[src/rtl/vga_pkg.sv]
// Shared types and helpers for the VGA timing engine.
package vga_pkg;
   typedef enum logic {IDLE, RUN} vga_state_t;

   typedef struct packed {
      int unsigned hdisp, hfp, hpulse, hbp;
      int unsigned vdisp, vfp, vpulse, vbp;
   } vga_timing_t;

   function automatic int unsigned vga_total(int unsigned disp, int unsigned fp,
                                             int unsigned pulse, int unsigned bp);
      return disp + fp + pulse + bp;
   endfunction

   // Bit width for a 0..n-1 range, never zero.
   function automatic int unsigned vga_w(int unsigned n);
      return (n > 1) ? $clog2(n) : 1;
   endfunction
endpackage

[src/rtl/vga_timing_engine_if.sv]
// Display FIFO read port plus video output bundle of the VGA timing engine.
interface vga_timing_engine_if #(
   parameter int DATA_W = 24,
   parameter int X_W    = 10,
   parameter int Y_W    = 9
);
   logic [DATA_W-1:0] fifo_rdata;
   logic              fifo_rempty;
   logic              fifo_read;
   logic              hs, vs, blank;
   logic [DATA_W-1:0] rgb;
   logic [X_W-1:0]    x;
   logic [Y_W-1:0]    y;
   logic              frame_start, line_start;

   modport master (input  fifo_rdata, fifo_rempty,
                   output fifo_read, hs, vs, blank, rgb, x, y, frame_start, line_start);
   modport slave  (output fifo_rdata, fifo_rempty,
                   input  fifo_read, hs, vs, blank, rgb, x, y, frame_start, line_start);
endinterface

[src/rtl/vga_axis_counter.sv]
// One timing axis: front porch, pulse, back porch, then active region.
module vga_axis_counter
   import vga_pkg::*;
#(
   parameter int DISP  = 800,
   parameter int FP    = 40,
   parameter int PULSE = 48,
   parameter int BP    = 40,
   localparam int TOTAL = vga_total(DISP, FP, PULSE, BP),
   localparam int CW    = vga_w(TOTAL),
   localparam int PW    = vga_w(DISP)
) (
   input  logic          pixel_clk,
   input  logic          pixel_rst,
   input  logic          enable,
   input  logic          step,
   output logic [CW-1:0] count,
   output logic          wrap,
   output logic          sync_active,
   output logic          active,
   output logic [PW-1:0] pos
);
   localparam int OFF = FP + PULSE + BP;

   // Disabled means parked at zero so RUN always starts from the top-left.
   always_ff @(posedge pixel_clk) begin
      if (pixel_rst || !enable) count <= '0;
      else if (step)            count <= wrap ? '0 : count + 1'b1;
   end

   assign wrap        = (count == CW'(TOTAL - 1));
   assign sync_active = (count >= CW'(FP)) && (count < CW'(FP + PULSE));
   assign active      = (count >= CW'(OFF));
   assign pos         = PW'(count - CW'(OFF));
endmodule

[src/rtl/vga_timing_engine.sv]
// VGA timing generator with FIFO pixel fetch, start/graceful stop and sticky underflow.
// Optional colour-bar generator enabled by defining VGA_TEST_PATTERN_EN.
module vga_timing_engine
   import vga_pkg::*;
#(
   parameter int HDISP  = 800,
   parameter int VDISP  = 480,
   parameter int HFP    = 40,
   parameter int HPULSE = 48,
   parameter int HBP    = 40,
   parameter int VFP    = 13,
   parameter int VPULSE = 3,
   parameter int VBP    = 29,
   parameter bit HS_POL = 1'b0,
   parameter bit VS_POL = 1'b0,
   parameter int DATA_W = 24
) (
   input  logic pixel_clk,
   input  logic pixel_rst,
   input  logic start,
   input  logic stop_req,
   input  logic underflow_clr,
`ifdef VGA_TEST_PATTERN_EN
   input  logic pattern_en,
`endif
   output logic busy,
   output logic underflow,
   vga_timing_engine_if.master vif
);
   localparam vga_timing_t TIM = '{hdisp: HDISP, hfp: HFP, hpulse: HPULSE, hbp: HBP,
                                   vdisp: VDISP, vfp: VFP, vpulse: VPULSE, vbp: VBP};
   localparam int HCW = vga_w(vga_total(HDISP, HFP, HPULSE, HBP));
   localparam int VCW = vga_w(vga_total(VDISP, VFP, VPULSE, VBP));
   localparam int XW  = vga_w(HDISP);
   localparam int YW  = vga_w(VDISP);

   vga_state_t state, state_nxt;
   logic stop_pend, stop_pend_nxt, run;
   logic [HCW-1:0] h_cnt;
   logic [VCW-1:0] v_cnt;
   logic h_wrap, v_wrap, h_sync, v_sync, h_act, v_act;
   logic [XW-1:0] h_pos, x_q;
   logic [YW-1:0] v_pos, y_q;
   logic hs_q, vs_q, blank_q, fs_q, ls_q, uf_q, pix_rd, uf_set;

   assign run = (state == RUN);

   vga_axis_counter #(.DISP(TIM.hdisp), .FP(TIM.hfp), .PULSE(TIM.hpulse), .BP(TIM.hbp)) u_h (
      .pixel_clk, .pixel_rst, .enable(run), .step(1'b1),
      .count(h_cnt), .wrap(h_wrap), .sync_active(h_sync), .active(h_act), .pos(h_pos));

   vga_axis_counter #(.DISP(TIM.vdisp), .FP(TIM.vfp), .PULSE(TIM.vpulse), .BP(TIM.vbp)) u_v (
      .pixel_clk, .pixel_rst, .enable(run), .step(h_wrap),
      .count(v_cnt), .wrap(v_wrap), .sync_active(v_sync), .active(v_act), .pos(v_pos));

   always_ff @(posedge pixel_clk) begin
      if (pixel_rst) begin
         state     <= IDLE;
         stop_pend <= 1'b0;
      end else begin
         state     <= state_nxt;
         stop_pend <= stop_pend_nxt;
      end
   end

   always_comb begin
      state_nxt     = state;
      stop_pend_nxt = stop_pend;
      case (state)
         IDLE: begin
            stop_pend_nxt = 1'b0;
            if (start) state_nxt = RUN;
         end
         RUN: begin
            if (stop_req) stop_pend_nxt = 1'b1;
            // Stop only after the very last pixel of the frame.
            if (h_wrap && v_wrap && (stop_pend || stop_req)) begin
               state_nxt     = IDLE;
               stop_pend_nxt = 1'b0;
            end
         end
         default: state_nxt = IDLE;
      endcase
   end

   // Outputs trail the counters by one cycle; the final RUN cycle still emits its pixel.
   always_ff @(posedge pixel_clk) begin
      if (pixel_rst || !run) begin
         hs_q    <= ~HS_POL;
         vs_q    <= ~VS_POL;
         blank_q <= 1'b0;
         x_q     <= '0;
         y_q     <= '0;
         fs_q    <= 1'b0;
         ls_q    <= 1'b0;
      end else begin
         hs_q    <= h_sync ? HS_POL : ~HS_POL;
         vs_q    <= v_sync ? VS_POL : ~VS_POL;
         blank_q <= h_act && v_act;
         x_q     <= (h_act && v_act) ? h_pos : '0;
         y_q     <= (h_act && v_act) ? v_pos : '0;
         fs_q    <= (h_cnt == '0) && (v_cnt == '0);
         ls_q    <= (h_cnt == '0);
      end
   end

`ifdef VGA_TEST_PATTERN_EN
   localparam int CH = DATA_W / 3;
   logic [2:0] bar;
   assign bar    = 3'((32'(x_q) * 8) / HDISP);
   assign pix_rd = blank_q && !vif.fifo_rempty && !pattern_en;
   assign uf_set = blank_q && vif.fifo_rempty && !pattern_en;
   assign vif.rgb = pattern_en ? (blank_q ? {{CH{bar[2]}}, {CH{bar[1]}}, {CH{bar[0]}}} : '0)
                               : (pix_rd ? vif.fifo_rdata : '0);
`else
   assign pix_rd  = blank_q && !vif.fifo_rempty;
   assign uf_set  = blank_q && vif.fifo_rempty;
   assign vif.rgb = pix_rd ? vif.fifo_rdata : '0;
`endif

   // Set has priority over clear so a fresh underflow is never lost.
   always_ff @(posedge pixel_clk) begin
      if (pixel_rst)          uf_q <= 1'b0;
      else if (uf_set)        uf_q <= 1'b1;
      else if (underflow_clr) uf_q <= 1'b0;
   end

   assign vif.fifo_read   = pix_rd;
   assign vif.hs          = hs_q;
   assign vif.vs          = vs_q;
   assign vif.blank       = blank_q;
   assign vif.x           = x_q;
   assign vif.y           = y_q;
   assign vif.frame_start = fs_q;
   assign vif.line_start  = ls_q;
   assign busy            = run;
   assign underflow       = uf_q;
endmodule
[src/flat_wrapper.sv]
// flat-port wrapper written by rule: the top's interface ports become plain ports
module vga_timing_engine_flat import vga_pkg::*;
#(
   parameter int HDISP  = 800,
   parameter int VDISP  = 480,
   parameter int HFP    = 40,
   parameter int HPULSE = 48,
   parameter int HBP    = 40,
   parameter int VFP    = 13,
   parameter int VPULSE = 3,
   parameter int VBP    = 29,
   parameter bit HS_POL = 1'b0,
   parameter bit VS_POL = 1'b0,
   parameter int DATA_W = 24
)
  (pixel_clk, pixel_rst, start, stop_req, underflow_clr, busy, underflow, vif_fifo_rdata, vif_fifo_rempty, vif_fifo_read, vif_hs, vif_vs, vif_blank, vif_rgb, vif_x, vif_y, vif_frame_start, vif_line_start);
  vga_timing_engine_if #(.DATA_W(DATA_W)) vif_i ();
  input  logic pixel_clk;
  input  logic pixel_rst;
  input  logic start;
  input  logic stop_req;
  input  logic underflow_clr;
  output logic busy;
  output logic underflow;
  input wire logic [$bits(vif_i.fifo_rdata)-1:0] vif_fifo_rdata;
  input wire logic [$bits(vif_i.fifo_rempty)-1:0] vif_fifo_rempty;
  output wire logic [$bits(vif_i.fifo_read)-1:0] vif_fifo_read;
  output wire logic [$bits(vif_i.hs)-1:0] vif_hs;
  output wire logic [$bits(vif_i.vs)-1:0] vif_vs;
  output wire logic [$bits(vif_i.blank)-1:0] vif_blank;
  output wire logic [$bits(vif_i.rgb)-1:0] vif_rgb;
  output wire logic [$bits(vif_i.x)-1:0] vif_x;
  output wire logic [$bits(vif_i.y)-1:0] vif_y;
  output wire logic [$bits(vif_i.frame_start)-1:0] vif_frame_start;
  output wire logic [$bits(vif_i.line_start)-1:0] vif_line_start;
  assign vif_i.fifo_rdata = vif_fifo_rdata;
  assign vif_i.fifo_rempty = vif_fifo_rempty;
  assign vif_fifo_read = vif_i.fifo_read;
  assign vif_hs = vif_i.hs;
  assign vif_vs = vif_i.vs;
  assign vif_blank = vif_i.blank;
  assign vif_rgb = vif_i.rgb;
  assign vif_x = vif_i.x;
  assign vif_y = vif_i.y;
  assign vif_frame_start = vif_i.frame_start;
  assign vif_line_start = vif_i.line_start;
  vga_timing_engine #(.HDISP(HDISP), .VDISP(VDISP), .HFP(HFP), .HPULSE(HPULSE), .HBP(HBP), .VFP(VFP), .VPULSE(VPULSE), .VBP(VBP), .HS_POL(HS_POL), .VS_POL(VS_POL), .DATA_W(DATA_W)) u_core (.pixel_clk(pixel_clk), .pixel_rst(pixel_rst), .start(start), .stop_req(stop_req), .underflow_clr(underflow_clr), .busy(busy), .underflow(underflow), .vif(vif_i));
endmodule
[config.mk]
export PLATFORM = sky130hd
export DESIGN_NAME = vga_timing_engine_flat
export DESIGN_NICKNAME = d
export VERILOG_FILES = /design/src/rtl/vga_pkg.sv /design/src/rtl/vga_timing_engine_if.sv /design/src/rtl/vga_axis_counter.sv /design/src/rtl/vga_timing_engine.sv /design/src/flat_wrapper.sv
export SDC_FILE = /design/constraint.sdc
export NUM_CORES = 1
export LEC_CHECK = 0
export CELL_PAD_IN_SITES_DETAIL_PLACEMENT = 1
export CELL_PAD_IN_SITES_GLOBAL_PLACEMENT = 1
export CORE_ASPECT_RATIO = 0.9
export CORE_MARGIN = 2
export CORE_UTILIZATION = 45
export CTS_BUF_LIST = sky130_fd_sc_hd__clkbuf_4 sky130_fd_sc_hd__clkbuf_8
export DETAILED_ROUTE_END_ITERATION = 10
export DONT_BUFFER_PORTS = 1
export PLACE_DENSITY = 0.85
export RECOVER_POWER = 25
export SETUP_SLACK_MARGIN = 0.02
export SLEW_MARGIN = 20
export SYNTH_ARGS = -nofsm -noshare
export SYNTH_HDL_FRONTEND = slang
export SYNTH_HIERARCHICAL = 1
export SYNTH_SLANG_ARGS = --single-unit
[constraint.sdc]
create_clock -name pixel_clk -period 3.6 [get_ports pixel_clk]
set_input_delay 0.54 -clock pixel_clk [delete_from_list [all_inputs] [get_ports pixel_clk]]
set_output_delay 0.54 -clock pixel_clk [all_outputs]
set_load 0.02 [all_outputs]
==> results of run 1 <==
-- kinds of logic after synthesis --
group,after synthesis,synth area share
simple gates,126,0.3128
flops,47,0.4034
buf+inv,32,0.07456
compound gates,25,0.08102
xor+xnor,20,0.07511
fa+ha+maj,8,0.04292
mux,2,0.008584
other cells,1,0.001608
-- cell usage in the layout (no fill, tap or decap), drive strengths merged, types with 2 or more instances in the layout --
| cell | instances |
|---|---|
| dfxtp | 47 |
| and2 | 44 |
| nor2 | 22 |
| inv | 13 |
| nand2 | 12 |
| xnor2 | 12 |
| nand3 | 8 |
| a21oi | 8 |
| xor2 | 8 |
| ha | 8 |
| nor4 | 8 |
| o21ai | 6 |
| nor3 | 6 |
| clkbuf | 6 |
| nand4 | 6 |
| or3 | 6 |
| nor2b | 3 |
| o31ai | 3 |
| or2 | 2 |
| mux2i | 2 |
| or4 | 2 |
-- report_power, final --
group | switching [mW] | total, mW | internal, mW
combinational | 0.00999 | 0.0176 | 0.00761
sequential | 0.00649 | 0.529 | 0.522
clock | 0.166 | 0.377 | 0.211
total | 0.183 | 0.924 | 0.741
-- flip-flops by register name, summed over array words and instances, names as in the netlist, 9 cells and up --
signal	cells
u_core/u_h/count	10
u_core/u_v/count	10
u_core/vif.x	10
u_core/vif.y	9
-- worst max-delay path, cell delays in order (launching register included) --
cell and delay, ns:
dfxtp_1 0.51, ha_1 0.28, nand4bb_1 0.20, nor3_1 0.22
buf_4 0.19, nand3_1 0.13, nor4_1 0.39, xnor2_1 0.17
nor2_1 0.05
-- routing by layer --
layer / global-route usage / share of wire
met4: 0.06215 / 0.013
met1: 0.2376 / 0.43
met3: 0.04975 / 0.065
met2: 0.3454 / 0.49
met5: 0 / 0
-- cell type report --
class,instances,area (um^2)
Clock inverter,1,30.03
Timing Repair Buffer,1,7.507
Clock buffer,6,76.32
Tap cell,65,81.33
Inverter,14,52.55
Sequential cell,47,940.9
Multi-Input combinational cell,182,1217
Fill cell,580,2519
-- final timing paths --
path                            cells past startpoint             endpoint           startpoint  slack [ns]
worst max-delay path                                8  u_core/u_v/count[9]  u_core/u_h/count[0]        1.34
worst min-delay path                                1     u_core/underflow            pixel_rst        0.30
worst max register to register                      8  u_core/u_v/count[9]  u_core/u_h/count[0]        1.34
worst min register to register                      2     u_core/stop_pend     u_core/stop_pend        0.54
-- per-stage QoR --
stage | total power, mW | utilization
2_1_floorplan | 0.5552 | -
6_report | 0.9236 | 0.4886
3_5_place_dp | 0.5582 | 0.4670
3_3_place_gp | 0.5573 | 0.4670
5_1_grt | 0.9562 | 0.4886
4_1_cts | 0.9339 | 0.4886
==> impl_metrics.yaml, run 1 <==
critical_path:
  cp.required_ns: 3.78
  start_kind: "flop"
  crit_arrival_ns: 2.44
  worstSetupEndpointType: "flop"
  crit_type: "flop to flop"
  critPathMaxFanout: 8
grt:
  grt_max_degree: 26
  globalRoute.totalOverflow: 0
  grtUsageTotal: 0.1971
  grt_pass1_wl_um: 8645
  grt_pass1_vias: 1727
  antenna_found_initial: 0
clock_tree:
  cts_resized: 0
  insertion_delay_ns: 0.30
  cts_sinks: 47
  clk_pin_slew_ns: 0.08
  htreeDepth: 2
  clockBufferDepth: 2
  post-cts-setup-buffer-count: 0
  cts.root.buffer_cell: "clkbuf_8"
  cts-buffers-inserted: 5
  cts_hold_buf: 0
  cts_tree: "done"
power:
  ir_drop_mv: 0.1707
  power_leakage_nw: 0.8808
  powerDensity_nw_per_um2: 383.9
timing:
  fmax_mhz: 442.2
  rsz0062_at_grt: "false"
  relSlewSlack: 0.5840
  fin_crit_ns: 2.262
  holdWs_ns: 0.2990
  worstMarginPinSlew_ns: 0.6241
  slew_violations: 0
  fin_setup_tns_ns: 0
  fin_skew_ns: 0.004934
  setup_viol: 0
  fin_crit_sh: 0.6282
  hold_viol_final: 0
  setup_ws_ns: 1.338
placed_design:
  place_ws_ns: 1.374
  port-buffer-count: 0
  post-place-cells: 309
  place_hpwl_um: 3911
  dpl_cell_area_um2: 2300
  gp_congestion: 0.8732
route:
  drc_errors: 0
  drt-pass1-iter-count: 4
  viasPerCell: 5.472
  wire_per_inst_um: 17.01
  drtAntennaViolNets: 0
  dr_total_vias: 1729
  wirelength_um: 5374
  initialDrtViolationCount: 47
yosys:
  yosys.area.top_type_share: 0.4034
  ys.flop_type: "dfxtp_1"
  yosys-top-cells-count: "47 x dfxtp_1, 44 x and2_1, 22 x nor2_1"
  netlist_instances: 261
  ys_warn_count: 6
  synth_area_leader_cell: "dfxtp_1"
  synth_fp_nets: 299
  ys_types: 47
  synth-seq-cells: 47
  synth_most_common_cell: "dfxtp_1"
  avgSynthCellArea_um2: 8.936
  syn_area_um2: 2332
  synthTopCellsByArea: "dfxtp_1 40%, and2_1 12%, xnor2_1 4.5%"
  async_flop_share: 0
  synth_edf_count: 0
  ys_seq_area_frac: 0.4034
layout:
  final_cell_count_no_fill: 316
  drive_gt1_frac: 0.07171
  fin_area_um2: 2406
  nets: 289
  num_antenna_cells: 0
  area_delta_synth_final_pct: 3.165
worst_hold_path:
  worstHoldPathType: "input pin to flop"
die:
  fp.dieArea_um2: 5775
  die_h_um: 72.30
  ios: 81
  start_util: 0.4736
  row_count: 24
  die_w_um: 79.89
  core-area_um2: 4925
flow_run:
  maxCapViolations: 0
run_status:
  status: "finished, final reports clean"
(Power assumes the default switching activity.)
==> run 2: changes to the inputs <==
Settings changed: ABC_AREA set to 1, CORE_UTILIZATION 45 to 41.
Clock period 3.6 ns to 1.9 ns, I/O delays scaled along.
==> impl_metrics.yaml, run 2 <==
clock_tree:
  cts_sinks: 47
  htreeDepth: 2
  insertion_delay_ns: 0.30
  cts_hold_buf: 0
  cts_tree: "done"
  cts-buffers-inserted: 5
  clockBufferDepth: 2
  post-cts-setup-buffer-count: 0
  clk_pin_slew_ns: 0.08
  cts.root.buffer_cell: "clkbuf_8"
critical_path:
  worstSetupPathDepth: 4
  critPathMaxFanout: 24
  cp_cell_sequence: "inv_1 -> nor2_4 -> inv_2 -> nor2_1"
  crit_arrival_ns: 1.52
  start_kind: "flop"
  critPathTopFamily: "simple AND/OR/NAND/NOR gates"
  max_stage_delay_ns: 0.39
  cp_slowest_cell: "nor2_1"
  cp.required_ns: 1.62
  crit_type: "flop to output pin"
  ff2ff_path_depth: 8
  worstSetupEndpointType: "output pin"
  critical_path_buf_inv_count: 2
placed_design:
  gp_congestion: 0.8859
  place_hpwl_um: 5330
  port-buffer-count: 0
yosys:
  ys_types: 29
  async_flop_share: 0
  synth_most_common_cell: "inv_1"
  yosys-top-cells-count: "88 x inv_1, 54 x nand2_1, 48 x nor2_1"
  avgSynthCellArea_um2: 7.010
  synth-xor-area-share: 0.03524
  synthTopCellsByArea: "dfxtp_1 34%, inv_1 12%, nor2_2 9.4%"
  synth-simple-area-share: 0.3721
  synth_adder_area_share: 0.03661
  ys_warn_count: 6
  synth-seq-cells: 47
  synth_edf_count: 0
  yosys.area.top_type_share: 0.3442
  synth.mux.area_fraction: 0
  netlist_instances: 390
  synth_area_leader_cell: "dfxtp_1"
  synth_top_family_by_area: "simple AND/OR/NAND/NOR gates"
  syn_area_um2: 2734
  ys.flop_type: "dfxtp_1"
  synth_compound_area_frac: 0.03616
  ys_seq_area_frac: 0.3442
timing:
  fin_skew_ns: 0.005707
  fin_setup_tns_ns: 0
  fin_crit_ns: 1.808
  fin_crit_sh: 0.9515
  fmax_mhz: 553.1
  rsz0062_at_grt: "false"
  setup_viol: 0
  worstMarginPinSlew_ns: 0.5713
  slew_violations: 0
  holdWs_ns: 0.04363
  hold_viol_final: 0
  relSlewSlack: 0.6186
die:
  start_util: 0.4195
  die_h_um: 81.47
  die_w_um: 90.08
  core-area_um2: 6516
  row_count: 28
  ios: 81
  fp.dieArea_um2: 7338
power:
  power_leakage_nw: 1.379
  powerDensity_nw_per_um2: 567.7
  ir_drop_mv: 0.2488
grt:
  grt.busiest_layer: "met2"
  grtUsageMet2: 0.3293
  gr-usage-met3: 0.05229
  grtUsageMet1: 0.2199
  globalRoute.totalOverflow: 0
  antenna_found_initial: 0
  grt_max_degree: 25
  grtUsageTotal: 0.1838
  grt_pass1_vias: 2286
  grt_pass1_wl_um: 10850
route:
  initialDrtViolationCount: 83
  dr_total_vias: 2288
  drc_errors: 0
  viasPerCell: 4.747
  drt-pass1-iter-count: 4
  wirelength_um: 6868
  wire_per_inst_um: 14.25
  drtAntennaViolNets: 0
layout:
  layout_common_cells: "88 x inv_1, 54 x nand2_1, 46 x nor2_1"
  drive_gt1_frac: 0.2245
  fillers: 877
  num_antenna_cells: 0
  final_common_cell: "inv_1"
  area_delta_synth_final_pct: 5.217
  nets: 431
run_status:
  status: "finished, final reports clean"
worst_hold_path:
  worstHoldPathType: "input pin to flop"
  min_delay_path_depth: 1
flow_run:
  maxCapViolations: 0
-- run 2: changes by cell type after synthesis, sizes merged, moves of 7 or more --
cell   delta
nor2     +75
xnor2    -10
nor4      -7
nand3     +9
nand2    +53
inv      +80
and2     -42
-- run 2: repair_timing --
item	4_1_cts	5_1_grt
gates resized for setup	1	5
endpoints found under the hold margin	0	0
pin swaps	0	0
setup endpoints to repair	6	23
-- run 2: path summary, 6_finish.rpt --
check | start | slack [ns] | endpoint
worst min-delay path | pixel_rst | 0.04 | u_core/underflow
worst max register to register | u_core/u_v/count[0] | 0.13 | u_core/vif.y[7]
worst min register to register | u_core/u_h/count[0] | 0.48 | u_core/vif.x[0]
worst max-delay path | u_core/vif.blank | 0.09 | vif_rgb[20]
-- run 2: cell type report --
| cell class | instances | area [um^2] | area share |
|---|---|---|---|
| tap | 90 | 112.6 | 0.03915 |
| inverter | 93 | 349.1 | 0.1214 |
| timing repair buffer | 8 | 60.06 | 0.02088 |
| multi-input combinational | 238 | 1334 | 0.4637 |
| clock buffer | 6 | 76.32 | 0.02653 |
| sequential | 47 | 944.7 | 0.3284 |
-- run 2: layer usage --
metal	up-vias	wire, um
met5	-	0
met4	0	73
met3	7	450
met2	88	3307
met1	1059	3035
li1	1134	-
-- run 2: power breakdown --
group	total, mW	internal [mW]	switching, mW
clock	0.577	0.260	0.317
sequential	1.00	0.990	0.0105
combinational	0.0553	0.0157	0.0396
-- run 2: logic make-up (layout without fill, tap and decap cells) --
group	count (synthesis)	in the layout
and+or+nand+nor	198	198
buffers and inverters	108	107
DFF	47	47
AOI/OAI and AO/OA	17	17
xor gates and xnor gates	11	11
adders and majority gates	8	8
other	1	4
-- run 2: worst register-to-register path, cell delays in order, from the launching register on --
cell and delay, ns:
dfxtp_2 0.41, inv_1 0.09, ha_1 0.29, o21ai_2 0.20, nand2_1 0.16, nand4_1 0.18
nand3_4 0.08, buf_4 0.21, nor2_2 0.10
-- run 2: stage by stage --
| step | instances | area [um^2] | power (mW) | worst slack, ns | utilization |
|---|---|---|---|---|---|
| floorplan | 393 | 2745 | 1.067 | 0.2765 | - |
| global placement | 476 | 2790 | 1.076 | 0.07884 | 0.4282 |
| detailed placement | 476 | 2790 | 1.078 | 0.02823 | 0.4282 |
| CTS | 482 | 2868 | 1.663 | 0.06847 | 0.4401 |
| global route | 482 | 2877 | 1.712 | 0.02566 | 0.4414 |
| finish | 482 | 2877 | 1.633 | 0.09217 | 0.4414 |
==> run 3: changes to the inputs <==
Settings changed: REMOVE_ABC_BUFFERS set to 1.
==> impl_metrics.yaml, run 3 (same netlist as run 2, synthesis figures left out) <==
route:
  wirelength_um: 6653
  drtAntennaViolNets: 0
  drt-pass1-iter-count: 4
  viasPerCell: 4.745
  drc_errors: 0
  wire_per_inst_um: 13.69
  initialDrtViolationCount: 102
  dr_total_vias: 2306
die:
  fp.dieArea_um2: 7338
  die_w_um: 90.08
  core-area_um2: 6516
  die_h_um: 81.47
  start_util: 0.4195
  ios: 81
  row_count: 28
critical_path:
  rr_startpoint: "u_core/u_h/count[1]"
  crit_arrival_ns: 1.40
  critical_path_buf_inv_count: 3
  cp-startpoint: "u_core/vif.blank"
  worstSetupEndpointType: "output pin"
  max_stage_delay_ns: 0.34
  cp_slowest_cell: "dfxtp_1"
  start_kind: "flop"
  critPathMaxFanout: 24
  critPathTopFamily: "buffers and inverters"
  cp_cell_sequence: "inv_1 -> nor2_4 -> inv_4 -> nor2_1 -> buf_4"
  crit_type: "flop to output pin"
  cp.required_ns: 1.62
timing:
  slew_violations: 0
  fin_crit_sh: 0.8873
  fin_crit_ns: 1.686
  setup_viol: 0
  fin_skew_ns: 0.005049
  fin_setup_tns_ns: 0
  holdWs_ns: 0.03526
  hold_viol_final: 0
  setup_ws_ns: 0.2142
  fmax_mhz: 593.2
  rsz0062_at_grt: "false"
clock_tree:
  insertion_delay_ns: 0.30
  clockBufferDepth: 2
  cts.root.buffer_cell: "clkbuf_8"
  cts_tree: "done"
  cts-buffers-inserted: 5
  cts_sinks: 47
  post-cts-setup-buffer-count: 0
  clk_pin_slew_ns: 0.09
  htreeDepth: 2
layout:
  fin_util: 0.4457
  layout_common_cells: "88 x inv_1, 54 x nand2_1, 47 x nor2_1"
  num_antenna_cells: 0
  nets: 433
  drive_gt1_frac: 0.2323
  final_common_cell: "inv_1"
  area_delta_synth_final_pct: 6.224
grt:
  globalRoute.totalOverflow: 0
  antenna_found_initial: 0
  grt_pass1_wl_um: 10920
  grt_max_degree: 25
  grtUsageTotal: 0.1857
  grt_pass1_vias: 2330
run_status:
  status: "finished, final reports clean"
placed_design:
  place_ws_ns: 0.08747
  place_hpwl_um: 5139
  port-buffer-count: 0
  gp_congestion: 0.8088
worst_hold_path:
  hp-start: "pixel_rst"
  worstHoldPathType: "input pin to flop"
power:
  p_total_mw: 1.666
  powerDensity_nw_per_um2: 573.7
  ir_drop_mv: 0.3233
  power_leakage_nw: 1.386
flow_run:
  maxCapViolations: 0
-- run 3: per-layer routing --
| metal | part of all wire | track usage | vias to the layer above |
|---|---|---|---|
| met2 | 0.47 | 0.3278 | 94 |
| met3 | 0.076 | 0.05229 | 8 |
| met1 | 0.45 | 0.2299 | 1060 |
| met4 | 0.0090 | 0.04000 | 0 |
| met5 | 0 | 0 | - |
| li1 | - | - | 1144 |
-- run 3: worst paths after layout --
kind	to	slack, ns	cells after the start
setup / recovery	vif_rgb[23]	0.21	5
hold / removal	u_core/underflow	0.04	1
setup reg to reg	u_core/u_v/count[3]	0.23	8
hold reg to reg	u_core/vif.x[0]	0.49	2
-- run 3: where the power goes --
group          switching [mW]  leakage (nW)  internal (mW)
clock network           0.355        0.0402          0.257
logic                  0.0386         0.965         0.0149
registers              0.0107         0.381          0.991
-- run 3: layout make-up --
class                      count  area [um^2]
sequential                    47        945.9
inverter                      93        351.6
clock buffer                   5        68.82
timing repair buffer          10        71.32
tap                           90        112.6
clock inverter                 3        20.02
multi-input combinational    238         1334
fill                         871         3612
-- run 3: what timing repair did --
action / 4_1_cts / 5_1_grt
gates resized for setup: 0 / 9
hold buffers: 0 / 0
setup endpoints to repair: 0 / 32
-- run 3: stage by stage --
step / cells / cell area (um^2)
4_1_cts: 486 / 2894
6_report: 486 / 2904
5_1_grt: 486 / 2904
2_1_floorplan: 378 / 2618
3_3_place_gp: 478 / 2805
3_5_place_dp: 478 / 2805
